`src/rtl/audio_pwm_mixer.sv`:
```
// audio_pwm_mixer
// Mixes NUM_CHANNELS unsigned PCM samples into one saturated level and plays it
// on a 1-bit PWM pin. The mix is latched only at PWM period boundaries, so each
// period plays one duty from start to end while the players change samples freely.
//
// Ports:
//   i_clk            system clock (single domain)
//   i_rst            synchronous active-high reset
//   i_in             packed samples, channel i = i_in[i*SAMPLE_WIDTH +: SAMPLE_WIDTH]
//   i_mute           per-channel mute, 1 = channel contributes 0
//   i_vol_shift      per-channel right shift 0..3, channel i = i_vol_shift[2i +: 2]
//   i_enable         master enable, 0 forces o_pwm_out low (counters keep running)
//   o_pwm_out        registered PWM audio output
//   o_level          duty currently being played
//   o_period_strobe  one-cycle pulse in the first cycle of each PWM period
module audio_pwm_mixer #(
  parameter int NUM_CHANNELS = 4,
  parameter int SAMPLE_WIDTH = 8,
  parameter int PWM_DIV      = 1
) (
  input  logic                                 i_clk,
  input  logic                                 i_rst,
  input  logic [NUM_CHANNELS*SAMPLE_WIDTH-1:0] i_in,
  input  logic [NUM_CHANNELS-1:0]              i_mute,
  input  logic [2*NUM_CHANNELS-1:0]            i_vol_shift,
  input  logic                                 i_enable,
  output logic                                 o_pwm_out,
  output logic [SAMPLE_WIDTH-1:0]              o_level,
  output logic                                 o_period_strobe
);

  // Enough headroom that the sum of all channels at full scale cannot wrap.
  localparam int CH_BITS = (NUM_CHANNELS > 1) ? $clog2(NUM_CHANNELS) : 1;
  localparam int SUM_W   = SAMPLE_WIDTH + CH_BITS;
  localparam int PRE_W   = (PWM_DIV > 1) ? $clog2(PWM_DIV) : 1;

  localparam logic [SUM_W-1:0]        SAT_MAX  = {{CH_BITS{1'b0}}, {SAMPLE_WIDTH{1'b1}}};
  localparam logic [PRE_W-1:0]        PRE_LAST = PRE_W'(PWM_DIV - 1);
  localparam logic [PRE_W-1:0]        PRE_ONE  = PRE_W'(1);
  localparam logic [SAMPLE_WIDTH-1:0] CNT_LAST = {SAMPLE_WIDTH{1'b1}};
  localparam logic [SAMPLE_WIDTH-1:0] CNT_ONE  = SAMPLE_WIDTH'(1);

  logic [SAMPLE_WIDTH-1:0] w_sample;
  logic [1:0]              w_shift;
  logic [SAMPLE_WIDTH-1:0] w_contrib;
  logic [SUM_W-1:0]        w_sum;
  logic [SAMPLE_WIDTH-1:0] w_sat;
  logic                    w_tick;
  logic                    w_boundary;

  logic [PRE_W-1:0]        r_pre;
  logic [SAMPLE_WIDTH-1:0] r_cnt;
  logic [SAMPLE_WIDTH-1:0] r_sum_q;
  logic [SAMPLE_WIDTH-1:0] r_duty;
  logic                    r_pwm;
  logic                    r_strobe;

  // Attenuate/mute each channel and accumulate into the widened sum.
  always_comb begin
    w_sum     = '0;
    w_sample  = '0;
    w_shift   = 2'd0;
    w_contrib = '0;
    for (int i = 0; i < NUM_CHANNELS; i++) begin
      w_sample = i_in[i*SAMPLE_WIDTH +: SAMPLE_WIDTH];
      w_shift  = i_vol_shift[2*i +: 2];
      if (i_mute[i]) begin
        w_contrib = '0;
      end else begin
        w_contrib = w_sample >> w_shift;
      end
      w_sum = w_sum + {{CH_BITS{1'b0}}, w_contrib};
    end
  end

  // Clip the sum to full scale rather than letting it wrap.
  always_comb begin
    if (w_sum > SAT_MAX) begin
      w_sat = {SAMPLE_WIDTH{1'b1}};
    end else begin
      w_sat = w_sum[SAMPLE_WIDTH-1:0];
    end
  end

  assign w_tick     = (r_pre == PRE_LAST);
  assign w_boundary = w_tick && (r_cnt == CNT_LAST);

  // Prescaler producing one step tick every PWM_DIV clocks.
  always_ff @(posedge i_clk) begin
    if (i_rst) begin
      r_pre <= '0;
    end else if (w_tick) begin
      r_pre <= '0;
    end else begin
      r_pre <= r_pre + PRE_ONE;
    end
  end

  // Step counter, period strobe and duty latch; duty only changes on the boundary.
  always_ff @(posedge i_clk) begin
    if (i_rst) begin
      r_cnt    <= '0;
      r_duty   <= '0;
      r_strobe <= 1'b0;
    end else if (w_boundary) begin
      r_cnt    <= '0;
      r_duty   <= r_sum_q;
      r_strobe <= 1'b1;
    end else if (w_tick) begin
      r_cnt    <= r_cnt + CNT_ONE;
      r_duty   <= r_duty;
      r_strobe <= 1'b0;
    end else begin
      r_cnt    <= r_cnt;
      r_duty   <= r_duty;
      r_strobe <= 1'b0;
    end
  end

  // Registered mix and PWM compare; pwm lags the counter by one cycle.
  always_ff @(posedge i_clk) begin
    if (i_rst) begin
      r_sum_q <= '0;
      r_pwm   <= 1'b0;
    end else begin
      r_sum_q <= w_sat;
      r_pwm   <= i_enable && (r_cnt < r_duty);
    end
  end

  assign o_pwm_out       = r_pwm;
  assign o_level         = r_duty;
  assign o_period_strobe = r_strobe;

endmodule

```
`config.mk`:
```
export PLATFORM = sky130hd
export DESIGN_NAME = audio_pwm_mixer
export DESIGN_NICKNAME = d
export VERILOG_FILES = /design/src/rtl/audio_pwm_mixer.sv
export SDC_FILE = /design/constraint.sdc
export NUM_CORES = 1
export LEC_CHECK = 0
export CAP_MARGIN = 15
export CORE_AREA = 2 2 105 77
export DETAILED_ROUTE_END_ITERATION = 8
export DIE_AREA = 0 0 107 79
export PLACE_DENSITY = 0.56
export SLEW_MARGIN = 30
export SYNTH_ARGS = -nofsm -noshare
export SYNTH_HDL_FRONTEND = slang
export SYNTH_SLANG_ARGS = --single-unit
```
`constraint.sdc`:
```
create_clock -name i_clk -period 13.86 [get_ports i_clk]
set_clock_uncertainty 0.2 [all_clocks]
set_input_delay 2.772 -clock i_clk [delete_from_list [all_inputs] [get_ports i_clk]]
set_output_delay 2.772 -clock i_clk [all_outputs]
set_load 0.05 [all_outputs]
```
==> impl_metrics.json <==
{
  "fin_crit_ps": 6940,
  "synthArstFlopShare_pct": 0,
  "leakagePower_nw": 1.30,
  "cts_hold_buf": 0,
  "antenna_cells": 0,
  "wl_per_cell_um": 13.1,
  "ys_ff_latch": 27,
  "tightest_slew_ps": 605,
  "drv_cap": 0,
  "final_common_cell": "clkdlybuf4s50_1",
  "drt.antenna.violating_nets": 0,
  "period_share_pct": 50.1,
  "antenna_found_initial": 0,
  "critPathArrivalTime_ps": 6880,
  "status": "completed",
  "grt_pass1_wl_mm": 9.13,
  "max-vdd-ir-drop_v": 0.0000393,
  "cp-start-kind": "primary input",
  "postCtsSetupBuffers": 0,
  "ys_types": 43,
  "relSlewSlack_pct": 59.5,
  "clock_path_buffers": 2,
  "setup_viol": 0,
  "crit_start": "i_vol_shift[6]",
  "grt_pass1_vias": 1929,
  "yosysSeqAreaShare_pct": 21.3,
  "drt_pre_antenna_iters": 5,
  "hp-class": "register to register",
  "swShare_pct": 32.8,
  "ys.flop_type": "dfxtp_1",
  "cts_resized": 0,
  "num_rows": 27,
  "io-pin-count": 57,
  "drt-total-wl_mm": 5.35,
  "vias": 1972,
  "vias_per_cell": 4.83,
  "power_density_mw_per_mm2": 73.2,
  "hpwl_mm": 4.62,
  "drtIter0Drc": 61,
  "finalHoldViolCount": 0,
  "final_cells": 408,
  "port_buffers": 56,
  "clkLatencyLatePin_ps": 280,
  "clk_pin_slew_worst_paths_ps": 100,
  "htree_num_levels": 1,
  "cts_made_buffers": 3,
  "fp.dieH_um": 79,
  "r2r-start": "r_cnt[0]",
  "path_class": "primary input to register",
  "post-place-cells": 404,
  "synth_edf_count": 0,
  "coreArea_mm2": 0.00753,
  "grt_max_degree": 17,
  "final_cell_mix": "clkdlybuf4s50_1 (56), inv_1 (31), dfxtp_1 (27)",
  "syn_inst": 258,
  "dieArea_mm2": 0.00845,
  "tns_ps": 0,
  "place.gp.congestion": 0.810,
  "preCtsSetupSlack_ps": 6600,
  "drv_slew": 0,
  "drive_gt1_share_pct": 10.7,
  "fmax_mhz": 144,
  "synth.avg_cell_area_um2": 9.83,
  "area_delta_synth_final_pct": 26.6,
  "dieWidth_um": 107,
  "grt.total_usage_pct": 13.5,
  "seq_power_share_pct": 38.4,
  "rsz0062_at_grt": "false",
  "cp-end-kind": "register",
  "worstPathRequired_ps": 13790,
  "synthesis.area_mm2": 0.00254,
  "cts_tree": "done",
  "syn-num-nets": 338,
  "layout_setup_ws_ps": 6920,
  "cts-root-buf": "clkbuf_8",
  "p_comb_share_pct": 42.4,
  "p_int_w": 0.000158,
  "min_from": "r_sum_q[2]",
  "p_sw_w": 0.0000769,
  "grt_overflow": 0,
  "worst_hold_slack_ps": 251,
  "synth_warnings": 0,
  "r2r_setup_slack_ps": 12010,
  "worstPathMaxFanout": 10,
  "drc": 0,
  "start_util_pct": 33.7,
  "clockPowerShare_pct": 19.2,
  "nets": 388,
  "cts.sinks": 27
}
cells by family (layout without fill, tap and decap cells):
kind of cell	count (synthesis)	in the layout	synth area share [%]
AOI/OAI and AO/OA	52	52	14.2
xor gates and xnor gates	11	11	3.80
adders and majority gates	33	33	21.0
other	1	1	0.148
DFF	27	27	21.3
muxes	23	23	15.5
buffers and inverters	42	91	7.01
and+or+nand+nor	69	69	17.0
critical path: stages:
cell and delay (ps):
clkdlybuf4s50_1 750, mux4_2 550, nor2b_1 160, fa_1 520, fa_1 490, ha_1 240, fa_1 410, a21o_1 190
and4_1 230, a211oi_1 230, mux2_2 270, a21oi_1 80
worst paths after layout:
check	to	cells past startpoint
worst min-delay path	o_level[2]	1
worst max-delay path	r_sum_q[6]	12
worst min register to register	o_level[2]	1
worst max register to register	r_cnt[2]	5
power groups by stage:
stage	logic, W	clock network, W	registers [W]
final	0.0000995	0.0000451	0.0000903
after global routing	0.000115	0.0000499	0.0000913
after CTS	0.000101	0.0000460	0.0000905
after detailed placement	0.000101	0	0.0000922
after global placement	0.000100	0	0.0000923
after floorplan	0.0000712	0	0.0000911
synth_stat cells, drive strengths merged, types with 5 or more instances:
master / n / area (um^2)
a211oi: 15 / 113
a21oi: 11 / 55.1
a22o: 8 / 70.1
buf: 6 / 42.5
clkbuf: 5 / 18.8
dfxtp: 27 / 541
fa: 16 / 320
ha: 17 / 213
inv: 31 / 116
mux2i: 9 / 90.1
mux4: 13 / 293
nand2b: 10 / 62.6
nor2: 18 / 90.1
nor2b: 17 / 114
o21ai: 7 / 35.0
xnor2: 5 / 43.8
xor2: 6 / 52.6
flip-flops by register name, summed over array words and instances, names as in the netlist:
name,flops
r_cnt,8
r_sum_q,8
o_level,8
r_pre,1
o_period_strobe,1
o_pwm_out,1
per-stage QoR:
stage               utilization (%)  power (W)  instance area [um^2]
floorplan                         -   0.000162                  2540
global placement               42.0   0.000193                  3160
detailed placement             42.0   0.000193                  3160
CTS                            42.6   0.000238                  3210
global route                   42.6   0.000256                  3210
finish                         42.6   0.000235                  3210
routing by layer:
metal / global-route usage [%] / wire (um) / part of all wire, %
met5: 0 / 0 / 0
met4: 1.56 / 21 / 0.39
met3: 2.79 / 364 / 6.8
met2: 19.9 / 2140 / 40
met1: 20.9 / 2820 / 53
area by class of cell:
| cell class | instances | area [um^2] |
|---|---|---|
| clock inverters | 1 | 7.51 |
| flip-flops and latches | 27 | 541 |
| clock buffers | 3 | 41.3 |
| multi-input cells | 189 | 1820 |
| repair buffers | 56 | 561 |
| inverters | 31 | 116 |
| fillers | 734 | 4320 |
| well taps | 101 | 126 |
Power figures use the tool's default switching activity.
